[src/rtl/ksa_rr_scheduler_if.sv]
// Request, shared-adder and tagged-response signals of the round-robin adder scheduler.
interface ksa_rr_scheduler_if #(
  parameter int NREQ = 4,
  parameter int DW   = 15,
  parameter int IDW  = 2
);
  logic [NREQ-1:0]    req_valid;
  logic [NREQ-1:0]    req_ready;
  logic [NREQ*DW-1:0] req_a;
  logic [NREQ*DW-1:0] req_b;
  logic [NREQ-1:0]    req_cin;
  logic [NREQ-1:0]    req_last;
  logic [DW-1:0]      add_a;
  logic [DW-1:0]      add_b;
  logic               add_cin;
  logic [DW-1:0]      add_sum;
  logic               add_cout;
  logic               rsp_valid;
  logic [IDW-1:0]     rsp_id;
  logic [DW-1:0]      rsp_sum;
  logic               rsp_cout;
  logic               rsp_last;
  logic               busy;

  modport master (
    input  req_valid, req_a, req_b, req_cin, req_last, add_sum, add_cout,
    output req_ready, add_a, add_b, add_cin,
    output rsp_valid, rsp_id, rsp_sum, rsp_cout, rsp_last, busy
  );

  modport slave (
    output req_valid, req_a, req_b, req_cin, req_last, add_sum, add_cout,
    input  req_ready, add_a, add_b, add_cin,
    input  rsp_valid, rsp_id, rsp_sum, rsp_cout, rsp_last, busy
  );
endinterface

[src/rtl/ksa_rr_scheduler.sv]
// Round-robin scheduler sharing one registered adder among NREQ requesters,
// with multi-word bursts whose carry is chained from word to word.
module ksa_rr_scheduler #(
  parameter int NREQ = 4,
  parameter int DW   = 15,
  parameter int IDW  = 2
) (
  input logic                 CLK,
  input logic                 RESET,
  ksa_rr_scheduler_if.master  bus
);
  typedef enum logic [0:0] {IDLE = 1'b0, LOCK = 1'b1} state_t;

  state_t         state_r, state_nxt_s;
  logic [IDW-1:0] ptr_r, owner_r;
  logic [IDW-1:0] arb_hi_s, arb_lo_s, sel_s, sel_inc_s;
  logic           found_hi_s, found_lo_s, grant_en_s;
  logic [NREQ-1:0] ready_s;
  logic           issue_s, last_s, cin_req_s, cin_s;
  logic [DW-1:0]  a_s, b_s;
  logic           prev_issue_r, prev_nonlast_r, carry_q_r;
  logic           rsp_valid_r, rsp_last_r;
  logic [IDW-1:0] rsp_id_r;

  // Round-robin search: lowest valid at/after ptr, else lowest valid overall
  always_comb begin
    found_hi_s = 1'b0;
    found_lo_s = 1'b0;
    arb_hi_s   = '0;
    arb_lo_s   = '0;
    for (int i = NREQ - 1; i >= 0; i--) begin
      if (bus.req_valid[i] && (IDW'(i) >= ptr_r)) begin
        found_hi_s = 1'b1;
        arb_hi_s   = IDW'(i);
      end else if (bus.req_valid[i]) begin
        found_lo_s = 1'b1;
        arb_lo_s   = IDW'(i);
      end else begin
        found_lo_s = found_lo_s;
      end
    end
  end

  // State register
  always_ff @(posedge CLK) begin
    if (RESET) state_r <= IDLE;
    else       state_r <= state_nxt_s;
  end

  // Next-state logic: a non-last word opens a burst, a last word closes it
  always_comb begin
    state_nxt_s = state_r;
    case (state_r)
      IDLE: if (issue_s && !last_s) state_nxt_s = LOCK; else state_nxt_s = IDLE;
      LOCK: if (issue_s && last_s)  state_nxt_s = IDLE; else state_nxt_s = LOCK;
      default: state_nxt_s = IDLE;
    endcase
  end

  // Output logic: grant, issue and adder operand/carry selection
  always_comb begin
    sel_s      = (state_r == LOCK) ? owner_r : (found_hi_s ? arb_hi_s : arb_lo_s);
    grant_en_s = (state_r == LOCK) | found_hi_s | found_lo_s;
    ready_s    = '0;
    issue_s    = 1'b0;
    last_s     = 1'b0;
    cin_req_s  = 1'b0;
    a_s        = '0;
    b_s        = '0;
    for (int i = 0; i < NREQ; i++) begin
      if (IDW'(i) == sel_s) begin
        ready_s[i] = grant_en_s;
        issue_s    = grant_en_s & bus.req_valid[i];
        last_s     = bus.req_last[i];
        cin_req_s  = bus.req_cin[i];
        a_s        = bus.req_a[i*DW +: DW];
        b_s        = bus.req_b[i*DW +: DW];
      end else begin
        ready_s[i] = 1'b0;
      end
    end
    // Back-to-back burst words take the live carry; after a gap the saved one
    if (!issue_s)               cin_s = 1'b0;
    else if (state_r == IDLE)   cin_s = cin_req_s;
    else if (prev_issue_r)      cin_s = bus.add_cout;
    else                        cin_s = carry_q_r;
    sel_inc_s = (sel_s == IDW'(NREQ - 1)) ? '0 : sel_s + IDW'(1);
  end

  // Pointer, owner, saved carry and response tag pipeline
  always_ff @(posedge CLK) begin
    if (RESET) begin
      ptr_r          <= '0;
      owner_r        <= '0;
      carry_q_r      <= 1'b0;
      prev_issue_r   <= 1'b0;
      prev_nonlast_r <= 1'b0;
      rsp_valid_r    <= 1'b0;
      rsp_id_r       <= '0;
      rsp_last_r     <= 1'b0;
    end else begin
      prev_issue_r   <= issue_s;
      prev_nonlast_r <= issue_s & ~last_s;
      rsp_valid_r    <= issue_s;
      rsp_id_r       <= sel_s;
      rsp_last_r     <= issue_s & last_s;
      if (issue_s && last_s) ptr_r <= sel_inc_s;
      else                   ptr_r <= ptr_r;
      if (issue_s && !last_s && (state_r == IDLE)) owner_r <= sel_s;
      else                                         owner_r <= owner_r;
      if (prev_nonlast_r) carry_q_r <= bus.add_cout;
      else                carry_q_r <= carry_q_r;
    end
  end

  assign bus.req_ready = ready_s;
  assign bus.add_a     = issue_s ? a_s : '0;
  assign bus.add_b     = issue_s ? b_s : '0;
  assign bus.add_cin   = cin_s;
  assign bus.rsp_valid = rsp_valid_r;
  assign bus.rsp_id    = rsp_id_r;
  assign bus.rsp_sum   = bus.add_sum;
  assign bus.rsp_cout  = bus.add_cout;
  assign bus.rsp_last  = rsp_last_r;
  assign bus.busy      = (state_r == LOCK) | rsp_valid_r;
endmodule

[src/flat_wrapper.sv]
// flat-port wrapper written by rule: the top's interface ports become plain ports
module ksa_rr_scheduler_flat 
#(
  parameter int NREQ = 4,
  parameter int DW   = 15,
  parameter int IDW  = 2
)
  (CLK, RESET, bus_req_valid, bus_req_a, bus_req_b, bus_req_cin, bus_req_last, bus_add_sum, bus_add_cout, bus_req_ready, bus_add_a, bus_add_b, bus_add_cin, bus_rsp_valid, bus_rsp_id, bus_rsp_sum, bus_rsp_cout, bus_rsp_last, bus_busy);
  ksa_rr_scheduler_if #(.NREQ(NREQ), .DW(DW), .IDW(IDW)) bus_i ();
  input logic CLK;
  input logic RESET;
  input wire logic [$bits(bus_i.req_valid)-1:0] bus_req_valid;
  input wire logic [$bits(bus_i.req_a)-1:0] bus_req_a;
  input wire logic [$bits(bus_i.req_b)-1:0] bus_req_b;
  input wire logic [$bits(bus_i.req_cin)-1:0] bus_req_cin;
  input wire logic [$bits(bus_i.req_last)-1:0] bus_req_last;
  input wire logic [$bits(bus_i.add_sum)-1:0] bus_add_sum;
  input wire logic [$bits(bus_i.add_cout)-1:0] bus_add_cout;
  output wire logic [$bits(bus_i.req_ready)-1:0] bus_req_ready;
  output wire logic [$bits(bus_i.add_a)-1:0] bus_add_a;
  output wire logic [$bits(bus_i.add_b)-1:0] bus_add_b;
  output wire logic [$bits(bus_i.add_cin)-1:0] bus_add_cin;
  output wire logic [$bits(bus_i.rsp_valid)-1:0] bus_rsp_valid;
  output wire logic [$bits(bus_i.rsp_id)-1:0] bus_rsp_id;
  output wire logic [$bits(bus_i.rsp_sum)-1:0] bus_rsp_sum;
  output wire logic [$bits(bus_i.rsp_cout)-1:0] bus_rsp_cout;
  output wire logic [$bits(bus_i.rsp_last)-1:0] bus_rsp_last;
  output wire logic [$bits(bus_i.busy)-1:0] bus_busy;
  assign bus_i.req_valid = bus_req_valid;
  assign bus_i.req_a = bus_req_a;
  assign bus_i.req_b = bus_req_b;
  assign bus_i.req_cin = bus_req_cin;
  assign bus_i.req_last = bus_req_last;
  assign bus_i.add_sum = bus_add_sum;
  assign bus_i.add_cout = bus_add_cout;
  assign bus_req_ready = bus_i.req_ready;
  assign bus_add_a = bus_i.add_a;
  assign bus_add_b = bus_i.add_b;
  assign bus_add_cin = bus_i.add_cin;
  assign bus_rsp_valid = bus_i.rsp_valid;
  assign bus_rsp_id = bus_i.rsp_id;
  assign bus_rsp_sum = bus_i.rsp_sum;
  assign bus_rsp_cout = bus_i.rsp_cout;
  assign bus_rsp_last = bus_i.rsp_last;
  assign bus_busy = bus_i.busy;
  ksa_rr_scheduler #(.NREQ(NREQ), .DW(DW), .IDW(IDW)) u_core (.CLK(CLK), .RESET(RESET), .bus(bus_i));
endmodule
[config.mk]
export PLATFORM = sky130hd
export DESIGN_NAME = ksa_rr_scheduler_flat
export DESIGN_NICKNAME = d
export VERILOG_FILES = /design/src/rtl/ksa_rr_scheduler_if.sv /design/src/rtl/ksa_rr_scheduler.sv /design/src/flat_wrapper.sv
export SDC_FILE = /design/constraint.sdc
export NUM_CORES = 1
export LEC_CHECK = 0
export ABC_AREA = 1
export CAP_MARGIN = 20
export CORE_ASPECT_RATIO = 0.7
export CORE_UTILIZATION = 32
export CTS_BUF_LIST = sky130_fd_sc_hd__clkbuf_8
export CTS_CLUSTER_DIAMETER = 200
export DETAILED_ROUTE_END_ITERATION = 12
export GPL_ROUTABILITY_DRIVEN = 0
export PLACE_DENSITY = 0.94
export SYNTH_ARGS = -nofsm -noshare
export SYNTH_HDL_FRONTEND = slang
export SYNTH_SLANG_ARGS = --single-unit
[constraint.sdc]
create_clock -name CLK -period 6.2 [get_ports CLK]
set_input_delay 1.24 -clock CLK [delete_from_list [all_inputs] [get_ports CLK]]
set_output_delay 1.24 -clock CLK [all_outputs]
set_load 0.02 [all_outputs]
### Word level (Yosys, flattened, before mapping)

Index checks and enable logic that the tools add are counted.

| storage, ports and cells | value |
|---|---|
| bits in registers | 11 |
| output and inout port bits | 56 |
| input bits | 150 |
| logic and storage cells | 96 |

| operators by class | value |
|---|---|
| bitwise gates (word level) | 11 |
| $lt $le $gt $ge | 4 |
| mux-type cells | 59 |
| reduce and logical (&&, ||, !) cells | 9 |
| add/subtract/negate cells | 1 |
| equal/unequal tests | 4 |

Operators with widths:

| cell | number |
|---|---|
| $mux 15 | 10 |
| $mux 1 | 33 |
| $mux 2 | 15 |
| $logic_and 1x1->1 | 7 |
| $and 1x1->1 | 6 |
| $eq 2x2->1 const A | 2 |
| $ge 1x2->1 const A | 2 |
| $ge 2x2->1 const A | 2 |
| $or 1x1->1 | 3 |
| $add 2x1->2 const B | 1 |
| $eq 1x2->1 const A | 1 |
| $eq 2x2->1 const B | 1 |
| $logic_not 2->1 | 1 |
| $not 1->1 | 2 |
| $pmux 1 s2 | 1 |
| $logic_not 1->1 | 1 |

### Logic depth before layout (Yosys ltp)

| logic depth | value |
|---|---|
| depth in word-level cells | 20 |
| mapped depth | 18 |
| gate-level depth less buffers | 17 |

### Worst setup path before layout

No wires, ideal clock.

| timing | value |
|---|---|
| path kind | input to output |
| start | input bus_req_valid[0] |
| end | output bus_add_a[10] |
| path buffers | 2 |
| stages | 14 |
| path slack | 1948 ps |
| arrival time | 3012 ps |
| data required time | 4960 ps |
| path through | nand3_2 nand2_1 inv_2 nand3_1 a21boi_2 inv_1 ha_1 buf_6 nor2_2 buf_2 a21oi_1 o21ai_1 o21ai_0 nor2_1 |

| between the ends | value |
|---|---|
| word-level cells in the longest chain between the ends | 10 |

Ends and longest elaborated chain:

| what | line | RTL |
|---|---|---|
| start, declared | flat_wrapper.sv:12 | `input wire logic [$bits(bus_i.req_valid)-1:0] bus_req_valid;` |
| $mux 2 / $logic_and 1x1->1 (equally long branches) | ksa_rr_scheduler.sv:35, ksa_rr_scheduler.sv:32 |  |
| $mux 2 / $mux 1 (equally long branches) | ksa_rr_scheduler.sv:32 | `if (bus.req_valid[i] && (IDW'(i) >= ptr_r)) begin` |
| $mux 2 (*) (2 in series) | ksa_rr_scheduler.sv:62 | `sel_s = (state_r == LOCK) ? owner_r : (found_hi_s ? arb_hi_s : arb_lo_s);` |
| named net u_core.sel_s[0] | ksa_rr_scheduler.sv:16 | `logic [IDW-1:0] arb_hi_s, arb_lo_s, sel_s, sel_inc_s;` |
| $logic_not 2->1 | ksa_rr_scheduler.sv:71 | `if (IDW'(i) == sel_s) begin` |
| $mux 15 / $mux 1 (equally long branches) (4 in series) | ksa_rr_scheduler.sv:71 |  |
| $mux 15 (*) | ksa_rr_scheduler.sv:117 | `assign bus.add_a = issue_s ? a_s : '0;` |
| end, declared | flat_wrapper.sv:20 | `output wire logic [$bits(bus_i.add_a)-1:0] bus_add_a;` |

Mark *: on every way through the listed nets, which the timed path passes. The rest lies on a longest branch.

### Worst setup path in the final report

| timing | value |
|---|---|
| start | input bus_req_valid[1] |
| end | output bus_add_a[4] |

| between the ends | value |
|---|---|
| word-level cells in the longest chain between the ends | 12 |

Ends and longest elaborated chain:

| what | line | RTL |
|---|---|---|
| $mux 2 / $logic_and 1x1->1 (equally long branches) | ksa_rr_scheduler.sv:35, ksa_rr_scheduler.sv:32 |  |
| $mux 2 | ksa_rr_scheduler.sv:32 |  |
| $mux 2 | ksa_rr_scheduler.sv:35 | `end else if (bus.req_valid[i]) begin` |
| $mux 2 | ksa_rr_scheduler.sv:32 |  |
| $mux 2 (*) (2 in series) | ksa_rr_scheduler.sv:62 |  |
| named net u_core.sel_s[0] | ksa_rr_scheduler.sv:16 |  |
| $logic_not 2->1 | ksa_rr_scheduler.sv:71 |  |
| $mux 15 / $mux 1 (equally long branches) (4 in series) | ksa_rr_scheduler.sv:71 |  |
| $mux 15 (*) | ksa_rr_scheduler.sv:117 |  |

Marked as above.

==> impl.org <==
** Finish
- Most frequent standard cell in the layout excluding fill and tap cells :: sky130_fd_sc_hd__clkdlybuf4s50_1
- From synthesis to final layout, the design area changed by 87.0%.
- The top cell types in the final layout, fill and taps aside, are sky130_fd_sc_hd__clkdlybuf4s50_1 (175), sky130_fd_sc_hd__nand2_1 (101), sky130_fd_sc_hd__nor2_1 (42).
- Of the cells placed in the final design, the portion with a size suffix greater than 1 is 0.0935.
- Antenna Cells :: 0
- Cell area after layout :: 0.00368 mm2
- At the end of the flow, the number of nets in the layout was approximately 650.
- Count of fill cells added during filler insertion :: 492
- Final instance count without filler cells :: about 570

** Die
- Floorplan core area :: 0.00581 mm2
- Number of I/O pins :: 206
- The die is ~96 um wide.
- Height of the die :: ~68 um
- Die area :: approximately 0.0065 mm2
- The initial utilization of the core area, before any placement, comes to 0.338.
- Rows :: 23

** Detailed routing
- After detailed routing, the number of remaining DRC violations is 0.
- Routed wire per std cell :: about 15 um
- Antenna Violating Nets Remaining :: 0
- The final route contains between 2000 and 3000 vias.
- The routed design has 8720 um of wire.
- After detailed routing, the number of vias per cell comes to 5.10.
- DRT iter0 DRCs :: around 160
- Iteration count of the initial detailed-routing pass :: 4

** Yosys
- Synth Area per Inst :: 5.70 um2
- The biggest area contributor in the post-synthesis netlist is sky130_fd_sc_hd__nand2_1.
- Syn. warnings :: 0
- The cell area that synthesis handed to floorplanning was 0.00197 mm2.
- Fraction of the yosys area taken by sequential cells :: 0.112
- Number of synthesized register bits :: 11
- Post-synth top area share :: 0.193
- Synthesis produced between 300 and 400 cells.
- Number of library cell types mapped by synthesis :: 26
- Synthesized net count :: between 400 and 500
- Top area cells in the synthesized netlist :: sky130_fd_sc_hd__nand2_1 (19%), sky130_fd_sc_hd__dfxtp_1 (11%), sky130_fd_sc_hd__a21oi_1 (9.4%)

** Clock network
- Clock-pin slew was measured on the worst setup and hold paths at about 0.050 ns.
- CTS tree :: done
- Hold repair after CTS inserted 0 buffers.
- Number of buffers between clock root and the deepest sink :: 2
- Num Clock Sinks :: 11
- Resized Gates After CTS :: 0
- Cell at the root of the clock tree :: sky130_fd_sc_hd__clkbuf_8
- The clock reaches the later pin of the worst-skew pair after between 0.2 and 0.25 ns.
- Number of levels the H-tree was split into :: 1
- Total CTS buffers :: 3
- Number of setup buffers added after CTS :: 0

** Placed design
- Post-DP HPWL :: a little under 7000 um
- Port buffering added 175 buffers.
- In this run, placement finished with an instance count of about 560.
- Pre-CTS WS :: between 0.5 and 0.6 ns
- The placed instances occupy a cell area of roughly 0.0036 mm2.

** Flow run
- Number of max-cap violations :: 0

** Timing
- Clock skew on the completed layout was measured at 0.00141 ns.
- Final total negative setup slack :: 0 ns
- Derived from the worst setup path, the maximum achievable clock frequency is 175 MHz.
- Of the available clock period, the critical path in the final layout requires 0.922.
- Worst Slack Setup Final :: between 0.4 and 0.5 ns
- Transition time at the pin with the least slew margin :: about 0.52 ns
- Final max-slew violation count :: 0
- The number of hold violations in the final report came to 0.
- Setup repair after global routing left no endpoint under its margin.
- Number of setup violations in the final report :: 0
- Relative slew slack :: 0.650
- For the finished layout, the period the worst path requires is ~5.7 ns.

** Pwr
- Power density cells :: 409 mW/mm2
- Register share of total power :: 0.073
- Worst IR Drop VDD :: ~0.00022 V
- Fraction of power consumed by the clock network :: 0.048
- For this design the total switching power over the nets is roughly 0.00081 W.
- Leakage component of the power :: 1.60 nW
- The share of total power dissipated in combinational logic is 0.878.
- Cell internal power was estimated by the tool at ~0.0007 W.
- Net switching share of the total power :: 0.536

** Setup path
- Most Frequent Cell on Critical Path :: sky130_fd_sc_hd__nand2_1
- STA classifies the critical path endpoint as an output port.
- Critical-path cell with the highest stage delay :: sky130_fd_sc_hd__clkdlybuf4s50_1
- Largest incremental delay on the critical path :: 0.60 ns
- The critical path contains buffers and inverters numbering 6 combined.
- Critical setup path kind :: primary input to output port
- The critical path goes through clkdlybuf4s50_1 -> nand2_1 -> nand2_1 -> inv_2 -> nand3_1 -> a21boi_2 -> inv_1 -> ha_1 -> inv_2 -> nand3_2 -> nand2_2 -> nand2_1 -> nand2_2 -> o221ai_1 -> inv_1 -> clkdlybuf4s50_1.
- For the worst setup path, the data required time is between 4 and 5 ns.
- In this design, the largest share of critical-path delay is due to buffers and inverters.
- The number of cells on the worst reg-to-reg path is 14.
- The critical path runs through a total of 16 cells.
- Of all nets on the critical path, the largest fanout is 20.
- Type of element launching the critical path :: primary input
- Critical Path AT :: roughly 4.5 ns

** Global routing
- Overall routing resource usage :: 0.253
- Number of global-route vias before repair :: roughly 2700
- Summed over all layers, the global routing overflow is 0.
- The first global-routing pass estimated between 10000 and 15000 um of wire.
- Initial antenna violation count :: 0
- Entering global routing, the biggest net connects 47 pins.

** Hold path
- Class of the tightest hold or removal check :: flop to flop
- Counting instances, the worst hold path has a depth of 1.

** Outcome
- The run finished with clean final reports.
sequential cells by signal, indices dropped and copies added, names as in the netlist, named ones only:
| signal | cells |
|---|---|
| u_core.prev_nonlast_r | 1 |
| u_core.bus.rsp_last | 1 |
| u_core.ptr_r | 2 |
| u_core.carry_q_r | 1 |
| u_core.bus.rsp_id | 2 |
| u_core.prev_issue_r | 1 |
| u_core.owner_r | 2 |
cells by family after synthesis:
| group | count (synthesis) | share of synthesized area |
|---|---|---|
| AO/OA/AOI/OAI | 102 | 0.356 |
| adder cells (fa/ha/maj) | 4 | 0.0254 |
| buffers and inverters | 73 | 0.197 |
| flip-flops | 11 | 0.112 |
| AND/OR/NAND/NOR | 155 | 0.310 |
per-layer routing:
layer  vias to the layer above  track usage  part of all wire
li1                       1420            -                 -
met5                         -            0                 0
met3                        14       0.0619             0.087
met4                         0       0.0672             0.015
met1                      1316        0.300              0.41
met2                       141        0.457              0.49
synthesized netlist by cell type (all sizes together):
| cell type | number |
|---|---|
| a21boi | 1 |
| a21oi | 41 |
| a22oi | 9 |
| buf | 32 |
| clkbuf | 7 |
| dfxtp | 11 |
| ha | 4 |
| inv | 34 |
| nand2 | 103 |
| nand3 | 8 |
| nor2 | 43 |
| nor3 | 1 |
| o211ai | 3 |
| o21ai | 32 |
| o221ai | 16 |
worst reg2reg max path, cell delays in order, from the launching register on:
cell and delay, ns:
sky130_fd_sc_hd__dfxtp_1 0.43, sky130_fd_sc_hd__nand2_1 0.16, sky130_fd_sc_hd__a21oi_2 0.19, sky130_fd_sc_hd__nand3_1 0.14, sky130_fd_sc_hd__a21boi_2 0.26, sky130_fd_sc_hd__inv_1 0.11
sky130_fd_sc_hd__ha_1 0.30, sky130_fd_sc_hd__inv_2 0.10, sky130_fd_sc_hd__nand3_2 0.06, sky130_fd_sc_hd__nand2_2 0.10, sky130_fd_sc_hd__nand2_1 0.07, sky130_fd_sc_hd__nand2_2 0.40
sky130_fd_sc_hd__nand2_1 0.25, sky130_fd_sc_hd__o21ai_0 0.20, sky130_fd_sc_hd__nor2_1 0.05
power by group through the flow:
stage / clock network, W / registers, W / logic [W]
2_1_floorplan: 0 / 0.000117 / 0.000837
4_1_cts: 0.0000733 / 0.000110 / 0.00132
3_5_place_dp: 0 / 0.000111 / 0.00132
5_1_grt: 0.0000774 / 0.000112 / 0.00143
6_report: 0.0000729 / 0.000111 / 0.00132
3_3_place_gp: 0 / 0.000110 / 0.00129
path summary, 6_finish.rpt:
| kind | from | endpoint | slack, ns |
|---|---|---|---|
| setup / recovery | bus_req_valid[1] | bus_add_a[4] | 0.49 |
| hold / removal | u_core.prev_nonlast_r$_SDFF_PP0_ | u_core.carry_q_r$_SDFFE_PP0P_ | 0.45 |
| setup reg to reg | u_core.ptr_r[1]$_SDFFE_PP0P_ | u_core.ptr_r[1]$_SDFFE_PP0P_ | 3.26 |
| hold reg to reg | u_core.prev_nonlast_r$_SDFF_PP0_ | u_core.carry_q_r$_SDFFE_PP0P_ | 0.45 |
stage by stage:
| stage | total power (W) | utilization | hold WS, ns |
|---|---|---|---|
| after floorplan | 0.000954 | - | 0.404 |
| after CTS | 0.00151 | 0.633 | 0.462 |
| after global routing | 0.00162 | 0.633 | 0.488 |
| after detailed placement | 0.00143 | 0.625 | 0.454 |
| after global placement | 0.00140 | 0.625 | 0.410 |
| final | 0.00151 | 0.633 | 0.454 |
cell type report:
class	instances	area, um2	share of cell area
clock buffers	3	41.3	0.0112
clock inverters	1	3.75	0.00102
inverters	34	128	0.0347
multi-input cells	261	1360	0.370
flip-flops and latches	11	220	0.0599
well taps	75	93.8	0.0255
repair buffers	182	1830	0.497
No activity file was read; power rests on OpenSTA's default activity.
